## src/rtl/ifu_pkg.sv

```systemverilog
// ifu_pkg: shared fetch FSM states and RVC opcode helpers for the IFU
package ifu_pkg;
  typedef enum logic [1:0] {S_EVAL, S_REQ, S_RSP} fetch_state_e;
  localparam logic [1:0] RVC_OPCODE_FULL = 2'b11;
  function automatic logic is_rvc(input logic [15:0] hw);
    return hw[1:0] != RVC_OPCODE_FULL;
  endfunction
endpackage

```

## src/rtl/fetch_aligner.sv

```systemverilog
// fetch_aligner: fetches 32-bit words and extracts the RVC/32-bit instruction at curr_pc
module fetch_aligner
  import ifu_pkg::*;
#(
  parameter int XLEN = 32
) (
  input  logic            clk,
  input  logic            rst,
  input  logic [XLEN-1:0] curr_pc,
  input  logic            je,
  output logic            mem_req_valid,
  input  logic            mem_req_ready,
  output logic [XLEN-1:0] mem_req_addr,
  input  logic            mem_rsp_valid,
  input  logic [31:0]     mem_rsp_data,
  output logic [31:0]     instr,
  output logic            instr_valid,
  input  logic            instr_ready,
  output logic            compressed,
  output logic            stall
);
  fetch_state_e    state_q, state_d;
  logic [XLEN-1:0] need_addr_q, need_addr_d;
  logic            drop_q, drop_d;
  logic [31:0]     buf_data_q, buf_data_d;
  logic [XLEN-1:2] buf_tag_q, buf_tag_d;
  logic            buf_valid_q, buf_valid_d;
  logic [15:0]     spill_hw_q, spill_hw_d;
  logic [XLEN-1:2] spill_tag_q, spill_tag_d;
  logic            spill_valid_q, spill_valid_d;
  logic [XLEN-1:2] w, w_nxt;
  logic            h, eval, hit, lo_rvc, hi_rvc, sel_lo, sel_hi, sel_st, hs, pc_unused;

  assign w         = curr_pc[XLEN-1:2];
  assign h         = curr_pc[1];
  assign pc_unused = curr_pc[0];
  assign w_nxt     = w + (XLEN-2)'(1);
  assign eval      = state_q == S_EVAL;
  assign hit       = buf_valid_q && buf_tag_q == w;
  assign lo_rvc    = is_rvc(buf_data_q[15:0]);
  assign hi_rvc    = is_rvc(buf_data_q[31:16]);
  assign sel_lo    = eval && hit && !h;
  assign sel_hi    = eval && hit && h && hi_rvc;
  // buf holds the upper word of a straddle; spill holds the lower half
  assign sel_st    = eval && h && spill_valid_q && spill_tag_q == w && buf_valid_q && buf_tag_q == w_nxt;

  assign instr_valid   = sel_lo || sel_hi || sel_st;
  assign compressed    = sel_lo ? lo_rvc : sel_hi;
  assign instr         = sel_lo ? (lo_rvc ? {16'h0, buf_data_q[15:0]} : buf_data_q) :
                         sel_hi ? {16'h0, buf_data_q[31:16]} :
                         sel_st ? {buf_data_q[15:0], spill_hw_q} : 32'h0;
  assign hs            = instr_valid && instr_ready;
  assign stall         = !hs;
  assign mem_req_valid = state_q == S_REQ;
  assign mem_req_addr  = need_addr_q;

  always_comb begin
    state_d       = state_q;
    need_addr_d   = need_addr_q;
    drop_d        = drop_q;
    buf_data_d    = buf_data_q;
    buf_tag_d     = buf_tag_q;
    buf_valid_d   = buf_valid_q;
    spill_hw_d    = spill_hw_q;
    spill_tag_d   = spill_tag_q;
    spill_valid_d = spill_valid_q;
    case (state_q)
      S_EVAL: if (!je && !instr_valid) begin
        if (hit && h) begin
          spill_hw_d    = buf_data_q[31:16];
          spill_tag_d   = w;
          spill_valid_d = 1'b1;
          need_addr_d   = {w_nxt, 2'b00};
        end else begin
          need_addr_d = {w, 2'b00};
        end
        state_d = S_REQ;
      end
      S_REQ: begin
        drop_d  = drop_q || je;
        state_d = mem_req_ready ? S_RSP : S_REQ;
      end
      S_RSP: if (mem_rsp_valid) begin
        if (!drop_q && !je) begin
          buf_data_d  = mem_rsp_data;
          buf_tag_d   = need_addr_q[XLEN-1:2];
          buf_valid_d = 1'b1;
        end
        drop_d  = 1'b0;
        state_d = S_EVAL;
      end else begin
        drop_d = drop_q || je;
      end
      default: state_d = S_EVAL;
    endcase
    if (hs || je) spill_valid_d = 1'b0;
  end

  always_ff @(posedge clk) begin
    if (rst) begin
      state_q       <= S_EVAL;
      need_addr_q   <= '0;
      drop_q        <= 1'b0;
      buf_data_q    <= '0;
      buf_tag_q     <= '0;
      buf_valid_q   <= 1'b0;
      spill_hw_q    <= '0;
      spill_tag_q   <= '0;
      spill_valid_q <= 1'b0;
    end else begin
      state_q       <= state_d;
      need_addr_q   <= need_addr_d;
      drop_q        <= drop_d;
      buf_data_q    <= buf_data_d;
      buf_tag_q     <= buf_tag_d;
      buf_valid_q   <= buf_valid_d;
      spill_hw_q    <= spill_hw_d;
      spill_tag_q   <= spill_tag_d;
      spill_valid_q <= spill_valid_d;
    end
  end
endmodule
```

## config.mk

```make
export PLATFORM = sky130hd
export DESIGN_NAME = fetch_aligner
export DESIGN_NICKNAME = d
export VERILOG_FILES = /design/src/rtl/ifu_pkg.sv /design/src/rtl/fetch_aligner.sv
export SDC_FILE = /design/constraint.sdc
export NUM_CORES = 1
export LEC_CHECK = 0
export ABC_AREA = 1
export ABC_CLOCK_PERIOD_IN_PS = 5560
export BUFFER_PORTS_ARGS = -buffer_cell sky130_fd_sc_hd__buf_2
export CORE_ASPECT_RATIO = 1.1
export CORE_UTILIZATION = 45
export DETAILED_ROUTE_END_ITERATION = 8
export PLACE_DENSITY = 0.73
export SETUP_SLACK_MARGIN = 0.05
export SLEW_MARGIN = 20
export SYNTH_ARGS = -nofsm -noshare
export SYNTH_HDL_FRONTEND = slang
export SYNTH_SLANG_ARGS = --single-unit
```

## constraint.sdc

```tcl
create_clock -name clk -period 5.56 [get_ports clk]
set_clock_uncertainty 0.2 [all_clocks]
set_input_delay 0.834 -clock clk [delete_from_list [all_inputs] [get_ports clk]]
set_output_delay 0.834 -clock clk [all_outputs]
set_load 0.02 [all_outputs]
```

==> results by stage <==
Cells and area:
- The commonest non-fill, non-tap cell in the layout is sky130_fd_sc_hd__nand2_1.
- Fill cells in the final layout number 1937.
- The net total in the final layout is 1596.
- The layout-stage area growth over the synthesis result is 14.41%.
- The diode insertion count for antenna repair is 0.
- The top cell types in the final layout, fill and taps aside, are sky130_fd_sc_hd__nand2_1 (449), sky130_fd_sc_hd__nor2_1 (221), sky130_fd_sc_hd__inv_1 (150), sky130_fd_sc_hd__dfxtp_1 (143), sky130_fd_sc_hd__buf_2 (134).
- The sequential cell area in the final layout is 2863 sq um.
- The multi-input combinational cells in the finished layout cover a total of 4833 sq um.
- The share of layout cells above drive strength 1 is 12.83%.

Yosys:
- The synthesized design contains 143 register bits.
- The async set or reset register ratio after synthesis is 0%.
- For this run, the leading register cell type out of synthesis is sky130_fd_sc_hd__dfxtp_1.
- The proportion of synthesized chip area in sequential cells is 32.90%.
- The gate count after technology mapping is 1440.
- The unique cell type count in the Yosys netlist is 35.
- The area of the mapped netlist is 8702 sq um.
- The number of enable flip-flop cells after synthesis is 0.
- The synthesized area per cell is 6.043 sq um.
- The yosys synthesis warning count is 0.

Worst setup path:
- Among all stages on the critical path, the largest delay is contributed by sky130_fd_sc_hd__buf_4.
- The nature of the critical path startpoint is an input port.
- At the worst endpoint, the required time is 4530 ps.
- The largest delay contributor family on the critical path is simple AND/OR/NAND/NOR gates.
- The kind of critical path is input port to output pin.
- The nature of the critical path endpoint is an output pin.
- The most prevalent standard cell on the critical path is sky130_fd_sc_hd__nand2_1.
- For this run, the slowest stage of the critical path takes 370 ps.
- Along the worst path, the maximum fanout reaches 33.
- Data arrives at the worst endpoint at 3740 ps.
- The sum of buffers and inverters on the critical path is 4.
- The critical path goes through buf_2 -> ha_1 -> nand3_1 -> inv_2 -> nand2_2 -> nor2_2 -> nand2_1 -> nand3_1 -> nand2_1 -> nor2_1 -> nand2_1 -> nor2_1 -> nand2_1 -> nor2_4 -> buf_4 -> nand3_1 -> o31ai_1 -> buf_2.

Timing:
- The worst pin sits at a relative slew slack of 29.82%.
- Setup repair after global routing left no endpoint under its margin.
- Final hold analysis gives a worst-case slack of 252.0 ps.
- Static timing analysis puts the maximum clock frequency at 0.2096 GHz.
- The clock period minus worst slack is 4772 ps.
- After layout, the worst path uses 85.82% of the clock period.
- The number of failing setup endpoints in the final timing report is 0.
- In the final timing run, aggregate negative setup slack is 0 ps.
- The slew at the pin closest to its max-slew limit is 1051 ps.
- The final max-slew violation count is 0.
- The final count of hold timing violations is 0.

CTS:
- The later pin in the worst-skew pair is clocked with a latency of 430 ps.
- The root buffer cell is sky130_fd_sc_hd__clkbuf_16.
- The clock edge transition at the registers on the reported setup and hold paths is 70 ps.
- The number of levels the H-tree was split into is 4.
- For this design, the sink count on the clock tree is 143.
- The clock tree buffer depth is 2.
- The number of gates resized after CTS was 0.
- The number of hold buffers added after cts is 0.
- The total setup buffers inserted after CTS is 0.
- The number of clock buffers added by TritonCTS is 17.
- The CTS tree is yes.

Hold path:
- The tightest min-delay check is of the flop to flop type.

Routing:
- In this run, the number of DRC markers left after iteration 0 of detailed routing was 577.
- The post-detailed-route wirelength per cell is 15.16 um.
- The final wirelength is 26.96 mm.
- In the routed design, unresolved DRC markers number 0.
- The detail route stage leaves a number of antenna-violating nets equal to 0.
- The number of vias in the routed layout is 9255.
- After detailed routing, the number of vias per cell comes to 5.205.
- The number of search-and-repair iterations in the first detailed-routing pass is 6.

GRT:
- The leftover overflow at the end of global routing is 0.
- The first global-routing pass estimated 42.90 mm of wire.
- The largest net degree at the start of global routing is 68.
- The via count of the first global-routing pass is 8412.
- The number of antenna violations at the first check in global routing is 0.
- The global routing usage summed across all routing layers is 27.62%.

Status:
- The flow ran to the end, and the final reports show no timing, DRC or antenna violations.

Die:
- The die is 147.9 um tall.
- 138 I/O pins were placed.
- The die is 134.6 um wide.
- The core region is 18670 sq um.
- The area enclosed by the die boundary is 19900 sq um.
- In this run the core area contains 52 standard-cell rows.
- Once the floorplan was initialized, standard cells occupied 46.60% of the core.

Placed design:
- At the end of routability-driven placement, the weighted congestion stood at 0.9676.
- Input and output buffers added on the ports amount to 134.
- The post-detailed-placement half-perimeter wirelength is 19.45 mm.

Power and ir drop:
- VDD sags by at most 0.0002186 V.
- For this design the static power due to leakage is 4.870 nW.
- The total power is 2.803 mW.
- For this design the ratio of total power to cell area is 281.6 nW/um^2.

Job:
- The tool flagged a number of max-cap violations equal to 0.
==> sequential cells by signal (all words and copies together), names as in the netlist <==
name	flops
buf_data_q	32
drop_q	1
spill_hw_q	16
buf_tag_q	30
buf_valid_q	1
mem_req_addr	30
spill_valid_q	1
spill_tag_q	30
state_q	2
==> power by group <==
| part | internal, mW | total, mW | leakage [nW] | switching, mW |
|---|---|---|---|---|
| clock network | 0.722 | 1.22 | 0.297 | 0.498 |
| registers | 1.08 | 1.12 | 1.16 | 0.0406 |
| logic | 0.141 | 0.460 | 3.41 | 0.319 |
| total | 1.95 | 2.80 | 4.87 | 0.858 |
==> logic make-up (layout without fill, tap and decap cells) <==
family          after synthesis  after routing  share of synthesized area (%)
buf+inv                     237            331                          11.66
fa+ha+maj                     4              4                         0.5751
xor+xnor                     35             35                          3.681
simple gates                817            817                          38.42
flops                       143            143                          32.90
compound gates              203            203                          12.72
other cells                   1              2                        0.04309
==> area by class of cell <==
class | count | share of cell area (%)
clock buffers | 17 | 4.273
well taps | 243 | 3.054
multi-input cells | 1061 | 48.55
repair buffers | 145 | 7.566
flip-flops and latches | 143 | 28.75
inverters | 154 | 5.806
clock inverters | 15 | 1.998
==> Yosys cell counts, types with 6 or more instances <==
cell type                    n  area, sq um
sky130_fd_sc_hd__o21ai_0    92        460.4
sky130_fd_sc_hd__nand2_1   449         1685
sky130_fd_sc_hd__dfxtp_1   143         2863
sky130_fd_sc_hd__clkbuf_1   37        138.9
sky130_fd_sc_hd__a21oi_1    72        360.4
sky130_fd_sc_hd__buf_6      10        112.6
sky130_fd_sc_hd__nor2_4      6        67.56
sky130_fd_sc_hd__buf_2      25        125.1
sky130_fd_sc_hd__nand4_1    18        112.6
sky130_fd_sc_hd__inv_1     152        570.6
sky130_fd_sc_hd__buf_1       6        22.52
sky130_fd_sc_hd__nor3_1     11        55.05
sky130_fd_sc_hd__nand3_1    93        465.5
sky130_fd_sc_hd__o211ai_1   17        127.6
sky130_fd_sc_hd__xor2_1     21        183.9
sky130_fd_sc_hd__nor2_1    221        829.6
sky130_fd_sc_hd__xnor2_1    13        113.9
sky130_fd_sc_hd__o31ai_1    15        112.6
==> worst paths after layout <==
path / startpoint / end / slack (ps) / cells after the start
worst min-delay path: spill_hw_q[1] / spill_hw_q[1] / 250 / 2
worst max register to register: state_q[0] / spill_tag_q[4] / 2050 / 19
worst min register to register: spill_hw_q[1] / spill_hw_q[1] / 250 / 2
worst max-delay path: curr_pc[3] / instr[29] / 790 / 18
==> through the flow <==
stage / utilization, % / cells / cell area (sq um) / setup slack (ps)
2_1_floorplan: - / 1441 / 8706 / 1695
3_3_place_gp: 49.97 / 1746 / 9331 / 936.5
3_5_place_dp: 49.97 / 1746 / 9331 / 898.3
4_1_cts: 53.32 / 1778 / 9956 / 891.3
5_1_grt: 53.32 / 1778 / 9956 / 569.7
6_report: 53.32 / 1778 / 9956 / 788.4
==> layer usage <==
metal  GRT usage (%)  part of all wire (%)
met3           4.733                   7.7
met4           14.10                   4.0
met2           45.31                    46
met1           34.75                    42
met5               0                     0
==> worst register-to-register path, stage by stage (launching register included) <==
cell                      delay (ps)
sky130_fd_sc_hd__dfxtp_1         320
sky130_fd_sc_hd__inv_1           100
sky130_fd_sc_hd__ha_1            280
sky130_fd_sc_hd__nand4_1         120
sky130_fd_sc_hd__nor2_1          100
sky130_fd_sc_hd__nand2_1          70
sky130_fd_sc_hd__nor2_1           90
sky130_fd_sc_hd__nand2_1          80
sky130_fd_sc_hd__nor2_1          110
sky130_fd_sc_hd__nand3_1         180
sky130_fd_sc_hd__nor2_1          160
sky130_fd_sc_hd__nand3_1         160
sky130_fd_sc_hd__nor2_4          100
sky130_fd_sc_hd__buf_4           370
sky130_fd_sc_hd__nor2_4          100
sky130_fd_sc_hd__nand4_1         110
sky130_fd_sc_hd__buf_4           490
sky130_fd_sc_hd__nand2_1         130
sky130_fd_sc_hd__nand2_1          80
sky130_fd_sc_hd__nor2_1           50
Note: power is estimated with default switching activity, not from simulation.
